### config.mk
export PLATFORM = sky130hd
export DESIGN_NAME = uart_tx_ctrl
export DESIGN_NICKNAME = d
export VERILOG_FILES = /design/src/rtl/uart_tx_ctrl.sv
export SDC_FILE = /design/constraint.sdc
export NUM_CORES = 1
export LEC_CHECK = 0
export CAP_MARGIN = 0
export CORE_AREA = 2 2 39 41
export CTS_BUF_LIST = sky130_fd_sc_hd__clkbuf_2 sky130_fd_sc_hd__clkbuf_4 sky130_fd_sc_hd__clkbuf_8
export DETAILED_ROUTE_END_ITERATION = 8
export DIE_AREA = 0 0 41 43
export DONT_BUFFER_PORTS = 1
export PLACE_DENSITY_LB_ADDON = 0.1
export SKIP_LAST_GASP = 1
export SLEW_MARGIN = 30
export SYNTH_ARGS = -nofsm -noshare
export SYNTH_HDL_FRONTEND = slang
export SYNTH_SLANG_ARGS = --single-unit
export TNS_END_PERCENT = 100
### constraint.sdc
create_clock -name CLK -period 1.5 [get_ports CLK]
set_input_delay 0.075 -clock CLK [delete_from_list [all_inputs] [get_ports CLK]]
set_output_delay 0.075 -clock CLK [all_outputs]
set_load 0.05 [all_outputs]
### src/rtl/uart_tx_ctrl.sv
// UART TX frame sequencer: START, DATA, optional PARITY, STOP.
// Drives the TX mux select, the serializer load/shift strobes and busy.
//
// Ports:
//   CLK        in   TX bit clock, one clock per UART bit
//   RST        in   asynchronous reset, active-low
//   DATA_VALID in   frame request, sampled in IDLE and STOP only
//   PAR_EN     in   parity enable, latched when a frame is accepted
//   data_load  out  serializer load strobe (frame accepted this cycle)
//   ser_en     out  serializer shift enable, high in every DATA cycle
//   ser_idx    out  index of the data bit on the line, LSB first
//   mux_sel    out  00 start, 01 stop/idle, 10 data, 11 parity
//   busy       out  frame in progress
module uart_tx_ctrl #(
    parameter int DATA_WIDTH = 8
) (
    input  logic                          CLK,
    input  logic                          RST,
    input  logic                          DATA_VALID,
    input  logic                          PAR_EN,
    output logic                          data_load,
    output logic                          ser_en,
    output logic [$clog2(DATA_WIDTH)-1:0] ser_idx,
    output logic [1:0]                    mux_sel,
    output logic                          busy
);

    localparam int CW = $clog2(DATA_WIDTH);
    localparam logic [CW-1:0] LAST = CW'(DATA_WIDTH - 1);

    typedef enum logic [2:0] {
        IDLE,
        START,
        DATA,
        PARITY,
        STOP
    } state_t;

    state_t          state_q, state_d;
    logic [CW-1:0]   bit_cnt_q, bit_cnt_d;
    logic            par_en_q, par_en_d;

    // Gating with RST keeps a request from being accepted while in reset.
    assign data_load = DATA_VALID & RST &
                       ((state_q == IDLE) | (state_q == STOP));

    always_ff @(posedge CLK or negedge RST) begin
        if (!RST) begin
            state_q   <= IDLE;
            bit_cnt_q <= '0;
            par_en_q  <= 1'b0;
        end else begin
            state_q   <= state_d;
            bit_cnt_q <= bit_cnt_d;
            par_en_q  <= par_en_d;
        end
    end

    always_comb begin
        state_d   = state_q;
        bit_cnt_d = bit_cnt_q;
        par_en_d  = par_en_q;
        if (data_load) begin
            par_en_d = PAR_EN;
        end
        unique case (state_q)
            IDLE: begin
                if (DATA_VALID) begin
                    state_d = START;
                end
            end
            START: begin
                state_d   = DATA;
                bit_cnt_d = '0;
            end
            DATA: begin
                if (bit_cnt_q == LAST) begin
                    state_d = par_en_q ? PARITY : STOP;
                end else begin
                    bit_cnt_d = bit_cnt_q + 1'b1;
                end
            end
            PARITY: begin
                state_d = STOP;
            end
            STOP: begin
                state_d = DATA_VALID ? START : IDLE;
            end
            default: begin
                state_d = IDLE;
            end
        endcase
    end

    // Moore decode; the async state reset forces line-high at once.
    always_comb begin
        mux_sel = 2'b01;
        busy    = 1'b0;
        ser_en  = 1'b0;
        unique case (state_q)
            IDLE: begin
                mux_sel = 2'b01;
            end
            START: begin
                mux_sel = 2'b00;
                busy    = 1'b1;
            end
            DATA: begin
                mux_sel = 2'b10;
                busy    = 1'b1;
                ser_en  = 1'b1;
            end
            PARITY: begin
                mux_sel = 2'b11;
                busy    = 1'b1;
            end
            STOP: begin
                mux_sel = 2'b01;
                busy    = 1'b1;
            end
            default: begin
                mux_sel = 2'b01;
            end
        endcase
    end

    // bit_cnt holds outside DATA, so the index is simply the counter.
    assign ser_idx = bit_cnt_q;

endmodule

Word-level counts from Yosys, hierarchy flattened --
Index checks and enable logic that the tools add are counted.
Storage, ports and cells: register bits after elaboration 7, input bits 4, output and inout port bits 8
Cells by class: add/subtract/negate cells 1, equal/unequal tests 8, mux-type cells 10, bitwise logic cells 3, reductions and logical operators 5
Operators with widths (count):
- $pmux 3 s5 | 1
- $mux 3 | 4
- $eq 3x2->1 const B | 2
- $eq 3x3->1 const B | 2
- $ne 2x2->1 const B | 3
- $pmux 2 s3 | 1
- $pmux 3 s2 | 1
- $reduce_and 2->1 | 2
- $reduce_or 4->1 | 1
- $add 3x1->3 const B | 1
- $eq 3x1->1 const B | 1
- $logic_not 3->1 | 1
- $mux 1 | 3
- $and 1x1->1 | 2
- $reduce_bool 2->1 | 1
- $or 1x1->1 | 1

Depth between registers and ports, before layout --
Gate-level depths: netlist of the first run.
word-level depth 3, mapped depth 5, gate-level depth less buffers 5

Worst setup path after synthesis of the first run --
OpenSTA, ideal clock, no wires.
kind register -> register, start point reg bit_cnt_q[0], in the netlist ser_idx[0], end point reg bit_cnt_q[0], in the netlist ser_idx[0], library setup time 121 ps, data arrival time 1605 ps, data required time 1379 ps, setup slack -226 ps, cell stages (with the launch flop) 6, path buffers 0, clock period less this slack 1726 ps, cells stage by stage dfrtp_1 -> ha_1 -> ha_1 -> nand2b_1 -> a21o_1 -> a22o_1
On the way: longest elaborated chain between the ends 3, elaborated cells on any way between the ends 6
Ends and longest elaborated chain:
- start: declaration | line 40 | logic [CW-1:0] bit_cnt_q, bit_cnt_d;
- start signal: assignment | line 54 | bit_cnt_q <= bit_cnt_d;
- $add 3x1->3 or $eq 3x3->1 (tied branches) | line 80, 77
- $mux 3 or $ne 2x2->1 (tied branches)
- $pmux 3 s2 or $reduce_and 2->1 (tied branches)
Several ways; a longest one is shown, not always the timed one. The select of a mux whose other input is x is not followed. A chain may end at the register's enable or synchronous reset.

Worst setup path in the final report of the first run --
start point reg bit_cnt_q[1], in the netlist ser_idx[1], end point reg bit_cnt_q[0], in the netlist ser_idx[0]
On the way: longest elaborated chain between the ends 3
Ends and longest elaborated chain:
- $eq 3x3->1 | line 77 | if (bit_cnt_q == LAST) begin
- $ne 2x2->1 (no line)
- $reduce_and 2->1 (no line)
No other way between the ends.

==> flow_summary.json, run 1 <==
{
  "slew_violations": 0,
  "path_common_cell": "ha_4",
  "drc": 0,
  "clkSinkCount": 7,
  "timing.slew.headroom_pct": 76.91,
  "status": "finished, final reports clean",
  "clk_pin_slew_ns": 0.05,
  "finalCriticalPeriod_ns": 1.387,
  "vias": 318,
  "wl_um": 864,
  "period_share_pct": 92.48,
  "vias_per_cell": 4.818,
  "fmax_ghz": 0.7209,
  "syn2layout_area_growth_pct": 38.41,
  "wire_per_inst_um": 13.09,
  "drt_iter0_markers": 0,
  "worst_hold_slack_ns": 0.1641,
  "place_hpwl_um": 647.7,
  "post_cts_buffers": 0,
  "finalSetupViolations": 0,
  "register_area_sq_um": 178.9,
  "synth_top_area_cell": "dfrtp_1",
  "setup_tns_ns": 0,
  "synthDistinctLibCells": 20,
  "grt_pass1_wl_um": 1483,
  "worst_pin_slew_ns": 0.3453,
  "n_antenna_cell": 0,
  "synth.cell_area_sq_um": 394.1,
  "gp_congestion": 0.6848,
  "root_buffer": "clkbuf_4",
  "ys.warnings.count": 0,
  "die_area_sq_um": 1763,
  "clock_latency_ns": 0.25,
  "cts_tree": "yes",
  "placed_area_sq_um": 484.2,
  "mostFrequentLayoutCells": "buf_4 (7), clkbuf_4 (4), dfrtp_1 (4)",
  "fp.dieW_um": 41,
  "crit_family": "flip-flops",
  "syn_avg_cell_area_sq_um": 10.65,
  "rsz0062_at_grt": "false",
  "synth-seq-area-share_pct": 44.44,
  "synth_top_area_share_pct": 44.44,
  "critPathMaxStageDelay_ns": 0.42,
  "cp_data_arrival_time_ns": 1.52,
  "drive_gt1_share_pct": 40.00,
  "rows": 14,
  "die_y_um": 43,
  "synth_cells": 37,
  "min_path_type": "primary input to asynchronous set/reset pin",
  "crit_fanout": 4,
  "cts_buffer_depth": 2,
  "grtUsageTotal_pct": 12.74,
  "setup.worst_path.start_class": "flip-flop",
  "stdcell_count": 66,
  "multi_input_area_sq_um": 222.7,
  "ys_seq_elements": 7,
  "worstPathCellList": "ha_4 -> ha_4 -> nand2b_1 -> a21o_1 -> a22o_1",
  "final_nets": 57,
  "hold_viol_final": 0,
  "antenna_found_initial": 0,
  "io_pins": 12,
  "drv_cap": 0,
  "path_class": "flip-flop to flip-flop",
  "fin_skew_ns": 0.003772,
  "io_buffers": 0,
  "core_area_sq_um": 1384,
  "end_kind": "flip-flop",
  "ant_nets": 0,
  "gr-total-overflow": 0,
  "cts_buffers": 3,
  "dp.cells": 59,
  "grt_pass1_vias": 346,
  "start_util_pct": 28.48,
  "syn-num-nets": 43,
  "crit_slowest_cell": "dfrtp_2",
  "required_ns": 1.63,
  "grt_start_max_net_pins": 10,
  "final_area_sq_um": 545.5,
  "n_fill_cell": 144,
  "synthTopCellsByArea": "dfrtp_1 (44%), ha_1 (6.3%), nand2b_1 (4.8%), o2bb2ai_1 (4.4%), a21o_1 (3.8%)",
  "first_pass_iters": 1,
  "final_common_cell": "buf_4",
  "critPathBufInv": 0,
  "htree_num_levels": 1
}
==> registers in the layout, summed over array words and instances (netlist names) <==
register and cells:
state_q 3, ser_idx 3, par_en_q 1
==> metal layers <==
metal  global-route usage [%]  vias to the layer above  routed length, um
met5                        0                        -                  0
met4                    8.000                        0                  8
met3                    3.665                        2                 50
met2                    18.75                        7                436
met1                    15.46                      151                368
li1                         -                      158                  -
==> final cells by class <==
class / instances / share of cell area (%)
inverter: 3 / 2.064
sequential: 7 / 32.80
clock buffer: 4 / 5.505
multi-input combinational: 26 / 40.83
timing repair buffer: 10 / 15.14
tap: 16 / 3.670
==> through the flow <==
step / util [%] / setup slack, ns
2_1_floorplan: - / 0.007086
6_report: 39.42 / 0.1128
4_1_cts: 39.33 / 0.03161
3_3_place_gp: 34.99 / 0.1100
3_5_place_dp: 34.99 / 0.1106
5_1_grt: 39.42 / 0.03949
==> timing repair <==
item / 4_1_cts / 5_1_grt
gates resized for setup: 0 / 1
hold endpoints to repair: 9 / 0
hold buffers: 3 / 0
setup endpoints to repair: 0 / 1
==> cells by family after synthesis <==
kind of cell | synth area share [%]
AND/OR/NAND/NOR | 15.56
AO/OA/AOI/OAI | 19.05
multiplexers | 6.665
buffers and inverters | 5.714
flip-flops | 44.44
XOR/XNOR | 2.223
adder cells (fa/ha/maj) | 6.348
==> cell usage after synthesis <==
library cell	count
nand2_1	2
a22oi_1	2
inv_1	3
mux2_1	1
a22o_1	1
o2bb2ai_1	2
a21oi_1	2
nor2_2	1
nand2b_1	3
nor3_1	1
nand3_1	1
a21o_1	2
a32oi_1	1
ha_1	2
nor2_1	2
xnor2_1	1
and3_4	1
mux2_4	1
dfrtp_1	7
buf_6	1
==> final timing paths <==
path	from	to	slack, ns	depth (start not counted)
setup / recovery	ser_idx[1]	ser_idx[0]	0.11	5
hold / removal	RST	par_en_q	0.16	1
setup reg to reg	ser_idx[1]	ser_idx[0]	0.11	5
hold reg to reg	par_en_q	par_en_q	0.53	1
max in group asynchronous	RST	ser_idx[0]	1.06	1
min in group CLK	DATA_VALID	par_en_q	0.17	2
Power of run 1 is not shown: default switching activity piles up to over one toggle a cycle in this logic, so the estimate is an artifact.
==> run 2: changes to the inputs <==
- REMOVE_ABC_BUFFERS: unset -> 1
==> flow_summary.json, run 2 (synthesized netlist as in run 1, its figures left out) <==
{
  "status": "finished, final reports clean",
  "slew_violations": 0,
  "fin_skew_ns": 0.006420,
  "clkSinkCount": 7,
  "io_buffers": 0,
  "root_buffer": "clkbuf_4",
  "setup.worst_path.start_class": "flip-flop",
  "finalSetupViolations": 0,
  "finalCriticalPeriod_ns": 1.438,
  "cts_buffer_depth": 2,
  "end_kind": "flip-flop",
  "hold_viol_final": 0,
  "gp_congestion": 0.6673,
  "wl_um": 884,
  "final_common_cell": "buf_4",
  "grt_pass1_vias": 316,
  "io_pins": 12,
  "crit_fanout": 3,
  "required_ns": 1.64,
  "wire_per_inst_um": 13.00,
  "period_share_pct": 95.89,
  "vias": 330,
  "clock_latency_ns": 0.25,
  "core_area_sq_um": 1384,
  "final_nets": 59,
  "drt_iter0_markers": 2,
  "fmax_ghz": 0.6952,
  "drv_cap": 0,
  "ant_nets": 0,
  "grt_pass1_wl_um": 1366,
  "rows": 14,
  "htree_num_levels": 1,
  "timing.slew.headroom_pct": 75.93,
  "die_y_um": 43,
  "vias_per_cell": 4.853,
  "clk_pin_slew_ns": 0.06,
  "cts_tree": "yes",
  "rsz0062_at_grt": "false",
  "gr-total-overflow": 0,
  "drc": 0,
  "die_area_sq_um": 1763,
  "antenna_found_initial": 0,
  "cp_data_arrival_time_ns": 1.58,
  "grtUsageTotal_pct": 11.52,
  "fp.dieW_um": 41,
  "mostFrequentLayoutCells": "buf_4 (9), dfrtp_1 (7), clkbuf_4 (4)",
  "grt_start_max_net_pins": 10,
  "place_hpwl_um": 637.4,
  "start_util_pct": 28.48,
  "path_class": "flip-flop to flip-flop",
  "cts_buffers": 3,
  "setup_tns_ns": 0,
  "syn2layout_area_growth_pct": 35.56,
  "drive_gt1_share_pct": 34.62,
  "n_antenna_cell": 0,
  "min_path_type": "primary input to asynchronous set/reset pin",
  "first_pass_iters": 2,
  "worst_pin_slew_ns": 0.3598
}
## run 2: layout make-up
cell class,instances,area (sq um)
Multi-Input combinational cell,26,200.2
Fill cell,135,849.6
Sequential cell,7,175.2
Clock buffer,4,30.03
Timing Repair Buffer,12,97.59
Tap cell,16,20.02
Inverter,3,11.26
## run 2: path summary, 6_finish.rpt
kind / from / to / slack, ns / depth (start not counted)
setup / recovery: ser_idx[0] / ser_idx[0] / 0.06 / 5
hold / removal: RST / state_q[2] / 0.16 / 1
setup reg to reg: ser_idx[0] / ser_idx[0] / 0.06 / 5
hold reg to reg: par_en_q / par_en_q / 0.54 / 1
max in group asynchronous: RST / ser_idx[1] / 1.07 / 1
min in group CLK: DATA_VALID / par_en_q / 0.17 / 2
## run 2: metal layers
metal	vias up	wire length (um)	track usage, %
met4	0	0	6.000
met1	156	410	16.07
met3	0	68	4.188
li1	163	-	-
met5	-	0	0
met2	11	406	15.00
## run 2: stage by stage
step	utilization (%)	hold slack, ns	worst slack, ns	cell area, sq um	instances
floorplan	-	-0.2206	-0.2263	382.9	36
global placement	33.45	-0.2203	0.02699	462.9	60
detailed placement	33.45	-0.2203	0.02790	462.9	60
CTS	37.79	0.1654	0.01244	523.0	67
global route	38.61	0.1597	0.01007	534.3	68
finish	38.61	0.1643	0.06159	534.3	68
## run 2: repair_timing
| item | in CTS | in global routing |
|---|---|---|
| hold endpoints to repair | 9 | 0 |
| buffers inserted | 0 | 1 |
| gates resized for setup | 0 | 2 |
| endpoints found under the setup margin | 0 | 2 |
| hold buffers | 3 | 0 |
## run 2: worst max-delay path: stages (launching register included)
cell and delay [ns]:
dfrtp_1 0.39, ha_1 0.20, ha_2 0.18, nand2b_1 0.14, a21o_1 0.19, a22o_1 0.23
Power of run 2 is left out for the same reason.
